**src/rtl/fetch_sequencer_if.sv**
```systemverilog
// Signal bundle between the fetch sequencer (master) and its PC, instruction
// register and memory environment (slave).
interface fetch_sequencer_if #(
   parameter int ADDR_W = 6
);
   logic              start;
   logic              abort;
   logic [15:0]       instr;
   logic [ADDR_W-1:0] pc_addr;
   logic              zero_flag;
   logic              mem_ready;
   logic              pc_en;
   logic              pc_inc;
   logic              pc_w_en;
   logic [31:0]       pc_data;
   logic              pc_complete;
   logic              ir_load;
   logic              mem_req;
   logic              mem_we;
   logic              busy;
   logic [1:0]        err;
   logic [15:0]       instr_count;

   modport master (
      input  start, abort, instr, pc_addr, zero_flag, mem_ready,
      output pc_en, pc_inc, pc_w_en, pc_data, pc_complete, ir_load,
             mem_req, mem_we, busy, err, instr_count
   );

   modport slave (
      output start, abort, instr, pc_addr, zero_flag, mem_ready,
      input  pc_en, pc_inc, pc_w_en, pc_data, pc_complete, ir_load,
             mem_req, mem_we, busy, err, instr_count
   );
endinterface

```
**src/rtl/fetch_sequencer.sv**
```systemverilog
// Fetch/decode/execute sequencer: steps a small instruction set through
// FETCH, DECODE, EXEC and MEMWAIT, driving PC strobes and memory requests.
module fetch_sequencer #(
   parameter int ADDR_W  = 6,
   parameter int TIMEOUT = 15
) (
   input logic               clk,
   input logic               rst,
   fetch_sequencer_if.master bus
);

   typedef enum logic [2:0] {
      S_IDLE,
      S_FETCH,
      S_DECODE,
      S_EXEC,
      S_MEMWAIT,
      S_HALT
   } state_t;

   localparam logic [3:0] OP_NOP   = 4'h0;
   localparam logic [3:0] OP_ALU   = 4'h1;
   localparam logic [3:0] OP_LOAD  = 4'h2;
   localparam logic [3:0] OP_STORE = 4'h3;
   localparam logic [3:0] OP_JMP   = 4'h4;
   localparam logic [3:0] OP_JZ    = 4'h5;
   localparam logic [3:0] OP_HALT  = 4'hF;
   localparam logic [7:0] WAIT_LAST = 8'(TIMEOUT - 1);

   state_t            state;
   logic [3:0]        op_q;
   logic [ADDR_W-1:0] target_q;
   logic [7:0]        wait_cnt;
   logic              pc_en_q;
   logic [1:0]        err_q;
   logic [15:0]       count_q;

   logic inc_c;
   logic wen_c;
   logic req_c;
   logic we_c;
   logic ir_c;
   logic legal_op;
   logic pc_at_top;
   logic unused_instr_bits;

   assign pc_at_top         = &bus.pc_addr;
   assign unused_instr_bits = ^bus.instr[11:ADDR_W];

   always_comb begin
      legal_op = 1'b0;
      case (bus.instr[15:12])
         OP_NOP, OP_ALU, OP_LOAD, OP_STORE, OP_JMP, OP_JZ, OP_HALT: legal_op = 1'b1;
         default: legal_op = 1'b0;
      endcase
   end

   // Strobes are decoded live so that abort and zero_flag act in the same cycle;
   // reset also silences them so an abandoned operation emits nothing further.
   always_comb begin
      inc_c = 1'b0;
      wen_c = 1'b0;
      req_c = 1'b0;
      we_c  = 1'b0;
      ir_c  = 1'b0;
      if (!rst && !bus.abort) begin
         case (state)
            S_FETCH: ir_c = 1'b1;
            S_EXEC: begin
               case (op_q)
                  OP_NOP, OP_ALU: inc_c = 1'b1;
                  OP_JMP:         wen_c = 1'b1;
                  OP_JZ: begin
                     wen_c = bus.zero_flag;
                     inc_c = !bus.zero_flag;
                  end
                  OP_LOAD:  req_c = 1'b1;
                  OP_STORE: begin
                     req_c = 1'b1;
                     we_c  = 1'b1;
                  end
                  default: ;
               endcase
            end
            S_MEMWAIT: begin
               req_c = 1'b1;
               we_c  = (op_q == OP_STORE);
               inc_c = bus.mem_ready;
            end
            default: ;
         endcase
      end
   end

   always_ff @(posedge clk) begin
      if (rst) begin
         state    <= S_IDLE;
         op_q     <= 4'h0;
         target_q <= '0;
         wait_cnt <= 8'd0;
         pc_en_q  <= 1'b0;
         err_q    <= 2'd0;
         count_q  <= 16'd0;
      end else begin
         if ((inc_c || wen_c) && count_q != 16'hFFFF) begin
            count_q <= count_q + 16'd1;
         end
         case (state)
            S_IDLE: begin
               if (bus.start) begin
                  state   <= S_FETCH;
                  pc_en_q <= 1'b1;
               end
            end
            S_FETCH: state <= bus.abort ? S_HALT : S_DECODE;
            S_DECODE: begin
               if (bus.abort) begin
                  state <= S_HALT;
               end else if (!legal_op) begin
                  state <= S_HALT;
                  err_q <= 2'd1;
               end else begin
                  op_q     <= bus.instr[15:12];
                  target_q <= bus.instr[ADDR_W-1:0];
                  state    <= S_EXEC;
               end
            end
            S_EXEC: begin
               if (bus.abort) begin
                  state <= S_HALT;
               end else begin
                  case (op_q)
                     OP_LOAD, OP_STORE: begin
                        state    <= S_MEMWAIT;
                        wait_cnt <= 8'd0;
                     end
                     OP_HALT: begin
                        state <= S_HALT;
                        err_q <= 2'd0;
                     end
                     default: begin
                        if (inc_c && pc_at_top) begin
                           state <= S_HALT;
                           err_q <= 2'd3;
                        end else begin
                           state <= S_FETCH;
                        end
                     end
                  endcase
               end
            end
            // The increment at the top address is still issued; only the next state changes.
            S_MEMWAIT: begin
               if (bus.abort) begin
                  state <= S_HALT;
               end else if (bus.mem_ready) begin
                  if (pc_at_top) begin
                     state <= S_HALT;
                     err_q <= 2'd3;
                  end else begin
                     state <= S_FETCH;
                  end
               end else if (wait_cnt == WAIT_LAST) begin
                  state <= S_HALT;
                  err_q <= 2'd2;
               end else begin
                  wait_cnt <= wait_cnt + 8'd1;
               end
            end
            S_HALT: state <= S_HALT;
            default: state <= S_IDLE;
         endcase
      end
   end

   assign bus.pc_en       = pc_en_q;
   assign bus.pc_inc      = inc_c;
   assign bus.pc_w_en     = wen_c;
   assign bus.pc_data     = wen_c ? {{(32-ADDR_W){1'b0}}, target_q} : 32'd0;
   assign bus.pc_complete = (state == S_HALT);
   assign bus.ir_load     = ir_c;
   assign bus.mem_req     = req_c;
   assign bus.mem_we      = we_c;
   assign bus.busy        = (state != S_IDLE) && (state != S_HALT);
   assign bus.err         = err_q;
   assign bus.instr_count = count_q;

endmodule

```
**src/flat_wrapper.sv**
```systemverilog
// flat-port wrapper written by rule: the top's interface ports become plain ports
module fetch_sequencer_flat 
#(
   parameter int ADDR_W  = 6,
   parameter int TIMEOUT = 15
)
  (clk, rst, bus_start, bus_abort, bus_instr, bus_pc_addr, bus_zero_flag, bus_mem_ready, bus_pc_en, bus_pc_inc, bus_pc_w_en, bus_pc_data, bus_pc_complete, bus_ir_load, bus_mem_req, bus_mem_we, bus_busy, bus_err, bus_instr_count);
  fetch_sequencer_if #(.ADDR_W(ADDR_W)) bus_i ();
  input logic clk;
  input logic rst;
  input wire logic [$bits(bus_i.start)-1:0] bus_start;
  input wire logic [$bits(bus_i.abort)-1:0] bus_abort;
  input wire logic [$bits(bus_i.instr)-1:0] bus_instr;
  input wire logic [$bits(bus_i.pc_addr)-1:0] bus_pc_addr;
  input wire logic [$bits(bus_i.zero_flag)-1:0] bus_zero_flag;
  input wire logic [$bits(bus_i.mem_ready)-1:0] bus_mem_ready;
  output wire logic [$bits(bus_i.pc_en)-1:0] bus_pc_en;
  output wire logic [$bits(bus_i.pc_inc)-1:0] bus_pc_inc;
  output wire logic [$bits(bus_i.pc_w_en)-1:0] bus_pc_w_en;
  output wire logic [$bits(bus_i.pc_data)-1:0] bus_pc_data;
  output wire logic [$bits(bus_i.pc_complete)-1:0] bus_pc_complete;
  output wire logic [$bits(bus_i.ir_load)-1:0] bus_ir_load;
  output wire logic [$bits(bus_i.mem_req)-1:0] bus_mem_req;
  output wire logic [$bits(bus_i.mem_we)-1:0] bus_mem_we;
  output wire logic [$bits(bus_i.busy)-1:0] bus_busy;
  output wire logic [$bits(bus_i.err)-1:0] bus_err;
  output wire logic [$bits(bus_i.instr_count)-1:0] bus_instr_count;
  assign bus_i.start = bus_start;
  assign bus_i.abort = bus_abort;
  assign bus_i.instr = bus_instr;
  assign bus_i.pc_addr = bus_pc_addr;
  assign bus_i.zero_flag = bus_zero_flag;
  assign bus_i.mem_ready = bus_mem_ready;
  assign bus_pc_en = bus_i.pc_en;
  assign bus_pc_inc = bus_i.pc_inc;
  assign bus_pc_w_en = bus_i.pc_w_en;
  assign bus_pc_data = bus_i.pc_data;
  assign bus_pc_complete = bus_i.pc_complete;
  assign bus_ir_load = bus_i.ir_load;
  assign bus_mem_req = bus_i.mem_req;
  assign bus_mem_we = bus_i.mem_we;
  assign bus_busy = bus_i.busy;
  assign bus_err = bus_i.err;
  assign bus_instr_count = bus_i.instr_count;
  fetch_sequencer #(.ADDR_W(ADDR_W), .TIMEOUT(TIMEOUT)) u_core (.clk(clk), .rst(rst), .bus(bus_i));
endmodule
```
**config.mk**
```make
export PLATFORM = sky130hd
export DESIGN_NAME = fetch_sequencer_flat
export DESIGN_NICKNAME = d
export VERILOG_FILES = /design/src/rtl/fetch_sequencer_if.sv /design/src/rtl/fetch_sequencer.sv /design/src/flat_wrapper.sv
export SDC_FILE = /design/constraint.sdc
export NUM_CORES = 1
export LEC_CHECK = 0
export BUFFER_PORTS_ARGS = -buffer_cell sky130_fd_sc_hd__clkbuf_2
export CAP_MARGIN = 20
export CORE_ASPECT_RATIO = 0.9
export CORE_MARGIN = 8
export CORE_UTILIZATION = 39
export CTS_BUF_LIST = sky130_fd_sc_hd__clkbuf_8
export CTS_CLUSTER_DIAMETER = 150
export DETAILED_ROUTE_END_ITERATION = 6
export GPL_TIMING_DRIVEN = 0
export PLACE_DENSITY = 0.74
export SYNTH_ARGS = -nofsm -noshare
export SYNTH_HDL_FRONTEND = slang
export SYNTH_SLANG_ARGS = --single-unit
```
**constraint.sdc**
```tcl
create_clock -name clk -period 1.9 [get_ports clk]
set_input_delay 0.38 -clock clk [delete_from_list [all_inputs] [get_ports clk]]
set_output_delay 0.38 -clock clk [all_outputs]
set_load 0.02 [all_outputs]
```
==> flow_summary.ini, run 1 <==
[clock_tree]
cts_root_buf = clkbuf_8
cts_buffers = 5
cts_sinks = 40
htree_levels = 2
clk_latency_ns = 0.29
cts_tree = yes
clock_path_buffers = 2
clk_pin_slew_worst_paths_ns = 0.07
hold_buffers = 0

[final_layout]
areaGrowthSynthToFinish_pct = 35.0
antenna_cells = 0
final_area_sq_um = 3280
layout_commonest_cell = clkbuf_2
final_util = 0.539
layout-drive-gt1-share = 0.369
layout.cells.non_filler = 454
mostFrequentLayoutCells = 45 x clkbuf_2, 38 x nor2_1, 35 x buf_4
nets = 412

[timing]
fmax_mhz = 502
hold_violations = 0
relSlewSlack = 0.570
hold_ws_ns = 0.325
finClkSkew_ns = 0.00239
worst_slew_pin_slew_ns = 0.641
fin_crit_sh = 1.05
setup_ws_ns = -0.0921
setup_viol = 9
fin_crit_ns = 1.99
slew_violations = 0
rsz0062_at_grt = yes

[setup_path]
critPathSlowestCell = nor3_4
path_max_fanout = 7
cp-end-kind = output port
worstPathRequired_ns = 1.52
worst_path_largest_cell_delay_ns = 0.31
crit_buf_inv = 3
crit_family = simple AND/OR/NAND/NOR gates
crit_arrival_ns = 1.61
worst_setup_path_start_kind = input port
worstSetupPathType = input port to output port
crit_chain = clkbuf_2, inv_1, nand2_2, nor3_4, and2_1, clkbuf_8

[synthesis]
synth_cell_type_count = 47
syn_area_sq_um = 2430
yosys.area_share.adder = 0.0155
synthXorXnorAreaFrac = 0.0649
synth_top_family_by_area = simple AND/OR/NAND/NOR gates
synth_compound_area_frac = 0.154
synthArstFlopShare = 0
postSynthCellCount = 288
post_synth_mux_area_share = 0.0536
seq_area_frac_synth = 0.330
synth_seq_cells = 40
synth.avg_cell_area_sq_um = 8.43
ys.warnings.count = 0
synthSimpleGateAreaFrac = 0.273
synthFlopType = dfxtp_1
synth_edf_count = 0

[die]
rows = 27
pin_count = 86
die_x_um = 99.2
start_util = 0.399
dieHeight_um = 90.8
die_area_sq_um = 9010
core-area_sq_um = 6080

[power_and_ir_drop]
p_seq_frac = 0.475
power.total_w = 0.00186
p_clk_frac = 0.310
p_leak_nw = 1.42
p_switching_w = 0.000551
ir_worst_vdd_v = 0.000577
p_per_area_nw_per_um2 = 567
p_int_w = 0.00131
combPwrFrac = 0.215
switching_share = 0.297

[route]
totalWireLength_um = 6870
drtIter0Drc = 103
via_count = 2354
wire_per_inst_um = 15.1
drcViolationCount = 0
viasPerCell = 5.19
drtPass1Iterations = 4
drtAntennaViolNets = 0

[placement]
io_buffers = 53
hpwlAfterDp_um = 4910
place_congestion = 0.891
place_area_sq_um = 2880
dp.cells = 438

[global_route]
overflow = 0
grt_pass1_wl_um = 10500
grt_pass1_vias = 2161
track_usage = 0.141
antenna_found_initial = 0
grt_start_max_net_pins = 12

[status]
outcome = finished, violations left
failed_checks = setup timing

[min_path]
hold_path_class = input port to flip-flop

[flow_run]
drv_cap = 0
==> worst paths after layout <==
kind / start / endpoint / slack (ns) / cells past startpoint
worst max-delay path: bus_abort / bus_pc_data[3] / -0.09 / 6
worst min-delay path: bus_instr[5] / u_core.target_q[5] / 0.32 / 3
worst max register to register: u_core.state[1] / u_core.bus.instr_count[12] / -0.06 / 7
worst min register to register: u_core.bus.err[0] / u_core.bus.err[0] / 0.48 / 1
==> per-layer routing <==
metal	routed length, um	GRT usage
met4	65	0.0302
met5	0	0
met1	2800	0.163
met2	3490	0.242
met3	512	0.0508
==> Yosys cell counts, drive strengths merged (2+ instances only) <==
| master | n | share of area |
|---|---|---|
| nand2 | 20 | 0.031 |
| and3 | 2 | 0.0052 |
| clkbuf | 7 | 0.011 |
| nor3b | 2 | 0.0062 |
| and4 | 2 | 0.0072 |
| nand2b | 2 | 0.0052 |
| nand4 | 9 | 0.023 |
| nor3 | 7 | 0.014 |
| a21oi | 13 | 0.027 |
| or2 | 2 | 0.0052 |
| o21ai | 7 | 0.014 |
| or3 | 3 | 0.0098 |
| mux2i | 13 | 0.054 |
| xnor2 | 18 | 0.065 |
| o31ai | 4 | 0.014 |
| and2 | 9 | 0.023 |
| a211oi | 5 | 0.015 |
| dfxtp | 40 | 0.33 |
| nor2b | 2 | 0.0052 |
| nand3 | 9 | 0.019 |
| nor4 | 8 | 0.021 |
| or4 | 3 | 0.0093 |
| ha | 3 | 0.015 |
| a2111oi | 3 | 0.034 |
| nor2 | 38 | 0.059 |
| inv | 7 | 0.011 |
| buf | 29 | 0.087 |
| o31a | 2 | 0.0072 |
| nor4b | 4 | 0.014 |
==> kinds of logic (layout without fill, tap and decap cells) <==
kind of cell	Yosys count	in the layout
and+or+nand+nor	126	126
buffers and inverters	43	112
other	1	26
DFF	40	40
xor gates and xnor gates	18	18
AOI/OAI and AO/OA	44	44
muxes	13	13
adders and majority gates	3	3
==> final cells by class <==
cell class                      count  area (sq um)
Multi-Input combinational cell    230          1600
Buffer                             36           264
Tap cell                           72          90.1
Inverter                            7          26.3
Sequential cell                    40           816
Clock buffer                        6          82.6
Timing Repair Buffer               61           389
Clock inverter                      2          7.51
Fill cell                         571          2800
==> repair_timing <==
action,in CTS,in global routing
resized for setup,45,23
endpoints found under the setup margin,35,32
pin swaps,9,10
buffers inserted,5,3
==> power by group through the flow <==
stage	Clock [W]	Sequential, W	Combinational [W]
final	0.000576	0.000882	0.000399
after global routing	0.000633	0.000885	0.000433
after CTS	0.000583	0.000880	0.000375
after detailed placement	0	0.000899	0.000348
after global placement	0	0.000898	0.000342
after floorplan	0	0.000903	0.000260
==> tightest hold or removal path, stage by stage <==
cell	delay [ns]
clkbuf_2	0.08
mux2i_1	0.05
nor2_1	0.07
==> sequential cells by signal (all words and copies together), names as in the netlist <==
signal	count
u_core.bus.instr_count	16
u_core.bus.pc_en	1
u_core.op_q	4
u_core.state	3
u_core.target_q	6
u_core.wait_cnt	8
u_core.bus.err	2
==> per-stage QoR <==
stage / TNS [ns] / setup slack (ns)
6_report: -0.598 / -0.0921
5_1_grt: -1.98 / -0.168
4_1_cts: -0.610 / -0.0818
3_5_place_dp: -4.51 / -0.279
3_3_place_gp: -3.90 / -0.265
2_1_floorplan: 0 / 0.0146
Note: power is estimated with default switching activity, not from simulation.
==> run 2, diff against run 1 <==
- PLACE_DENSITY: 0.74 -> 0.66
- RECOVER_POWER: not set -> 25
==> run 2 against run 1 <==
Compared with the run above:
- the run still ends with setup timing left
- non-clock buffer count up 9
- clock power increased by 3.6%
- flip-flop and latch count unchanged
- design area is 2.6% higher
- final cell count increased by 2.0%
- first-iteration DRC count down 7.8%
- hold slack got worse by 0.0072 ns
- global-route usage down 0.16 points
- clock-buffer cell count is the same
- critical endpoint is now bus_pc_inc
- largest cell class unchanged
- largest power group unchanged
==> flow_summary.ini, run 2 (synthesis gave the netlist of run 1 again) <==
[status]
outcome = finished, violations left
failed_checks = setup timing

[min_path]
hold_path_class = input port to flip-flop

[route]
via_count = 2398
drtPass1Iterations = 4
totalWireLength_um = 6800
drcViolationCount = 0
drtAntennaViolNets = 0
wire_per_inst_um = 14.7
drtIter0Drc = 95
viasPerCell = 5.18

[final_layout]
layout.cells.non_filler = 463
layout_commonest_cell = buf_4
final_util = 0.553
layout-drive-gt1-share = 0.361
mostFrequentLayoutCells = 43 x buf_4, 38 x nor2_1, 32 x clkbuf_2
areaGrowthSynthToFinish_pct = 38.5
antenna_cells = 0
fillers = 570
largest_reg_flops = 16
nets = 421

[placement]
io_buffers = 53
dp.cells = 438
hpwlAfterDp_um = 4770
place_congestion = 0.805

[power_and_ir_drop]
p_leak_nw = 1.43
p_switching_w = 0.000572
switching_share = 0.302
p_clk_frac = 0.316
p_int_w = 0.00132
p_seq_frac = 0.466
combPwrFrac = 0.218
p_per_area_nw_per_um2 = 562
ir_worst_vdd_v = 0.000339

[clock_tree]
clk_pin_slew_worst_paths_ns = 0.09
clock_path_buffers = 2
cts_buffers = 5
htree_levels = 2
hold_buffers = 0
cts_tree = yes
clk_latency_ns = 0.30
cts_sinks = 40
cts_root_buf = clkbuf_8

[timing]
finClkSkew_ns = 0.0120
worst_slew_pin_slew_ns = 0.602
rsz0062_at_grt = yes
slew_violations = 0
fin_crit_ns = 1.99
hold_violations = 0
fin_crit_sh = 1.05
relSlewSlack = 0.596
setup_viol = 8
fmax_mhz = 502
setup_ws_ns = -0.0937

[die]
die_x_um = 99.2
rows = 27
core-area_sq_um = 6080
dieHeight_um = 90.8
start_util = 0.399
die_area_sq_um = 9010
pin_count = 86

[setup_path]
crit_chain = buf_8, nand3b_1, nor3_2, a21o_1, and2_4, buf_6
worst_path_largest_cell_delay_ns = 0.37
worstPathRequired_ns = 1.52
worstSetupPathType = flip-flop to output port
cp-end-kind = output port
crit_arrival_ns = 1.61
critPathSlowestCell = dfxtp_2
worst_setup_path_start_kind = flip-flop
crit_family = simple AND/OR/NAND/NOR gates
path_max_fanout = 7
crit_buf_inv = 2

[global_route]
grt_pass1_wl_um = 10500
antenna_found_initial = 0
track_usage = 0.139
grt_pass1_vias = 2206
grt_start_max_net_pins = 12
overflow = 0

[flow_run]
drv_cap = 0
-- run 2: changes by cell type in the layout (fill, tap and decap cells not counted), sizes merged --
cell    previous run  this run
clkbuf            64        57
buf               39        55
-- run 2: worst paths after layout --
check | start | endpoint | slack (ns) | cells after the start
max | u_core.state[0] | bus_pc_inc | -0.09 | 6
min | bus_instr[1] | u_core.target_q[1] | 0.32 | 3
max reg2reg | u_core.state[1] | u_core.bus.instr_count[13] | 0 | 6
min reg2reg | u_core.bus.err[0] | u_core.bus.err[0] | 0.47 | 1
-- run 2: what timing repair did --
| action | 4_1_cts | 5_1_grt |
|---|---|---|
| pin swaps | 10 | 12 |
| gates resized for setup | 47 | 33 |
| setup endpoints to repair | 34 | 37 |
| setup buffers | 6 | 12 |
-- run 2: per-stage QoR --
stage               hold WS [ns]  setup slack (ns)  total power, W  TNS [ns]  instance area, sq um
floorplan                  0.455            0.0146         0.00116         0                  2530
global placement           0.457            -0.298         0.00124     -4.81                  2880
detailed placement         0.460            -0.253         0.00125     -4.40                  2880
CTS                        0.322           -0.0576         0.00185    -0.363                  3190
global route               0.327            -0.175         0.00197     -2.04                  3360
finish                     0.317           -0.0937         0.00189    -0.466                  3360
-- run 2: tightest hold or removal path: stages --
cell and delay (ns):
clkbuf_2 0.08, mux2i_1 0.05, nor2_1 0.07
-- run 2: final cells by class --
class | instances | area, sq um | share of cell area
clock buffers | 6 | 82.6 | 0.0246
multi-input cells | 230 | 1610 | 0.479
inverters | 7 | 26.3 | 0.00782
repair buffers | 71 | 469 | 0.140
well taps | 72 | 90.1 | 0.0268
clock inverters | 2 | 7.51 | 0.00223
plain buffers | 35 | 260 | 0.0774
flip-flops and latches | 40 | 815 | 0.242
-- run 2: metal layers --
metal | GRT usage | share of wire | vias up
met3 | 0.0431 | 0.077 | 10
li1 | - | - | 1183
met2 | 0.243 | 0.51 | 86
met4 | 0.0239 | 0.011 | 0
met1 | 0.165 | 0.40 | 1119
met5 | 0 | 0 | -
-- run 2: power groups by stage --
stage               Sequential, W  Clock, W  Combinational, W
floorplan                0.000903         0          0.000260
global placement         0.000898         0          0.000346
detailed placement       0.000899         0          0.000348
CTS                      0.000881  0.000594          0.000374
global route             0.000885  0.000643          0.000444
finish                   0.000882  0.000597          0.000412
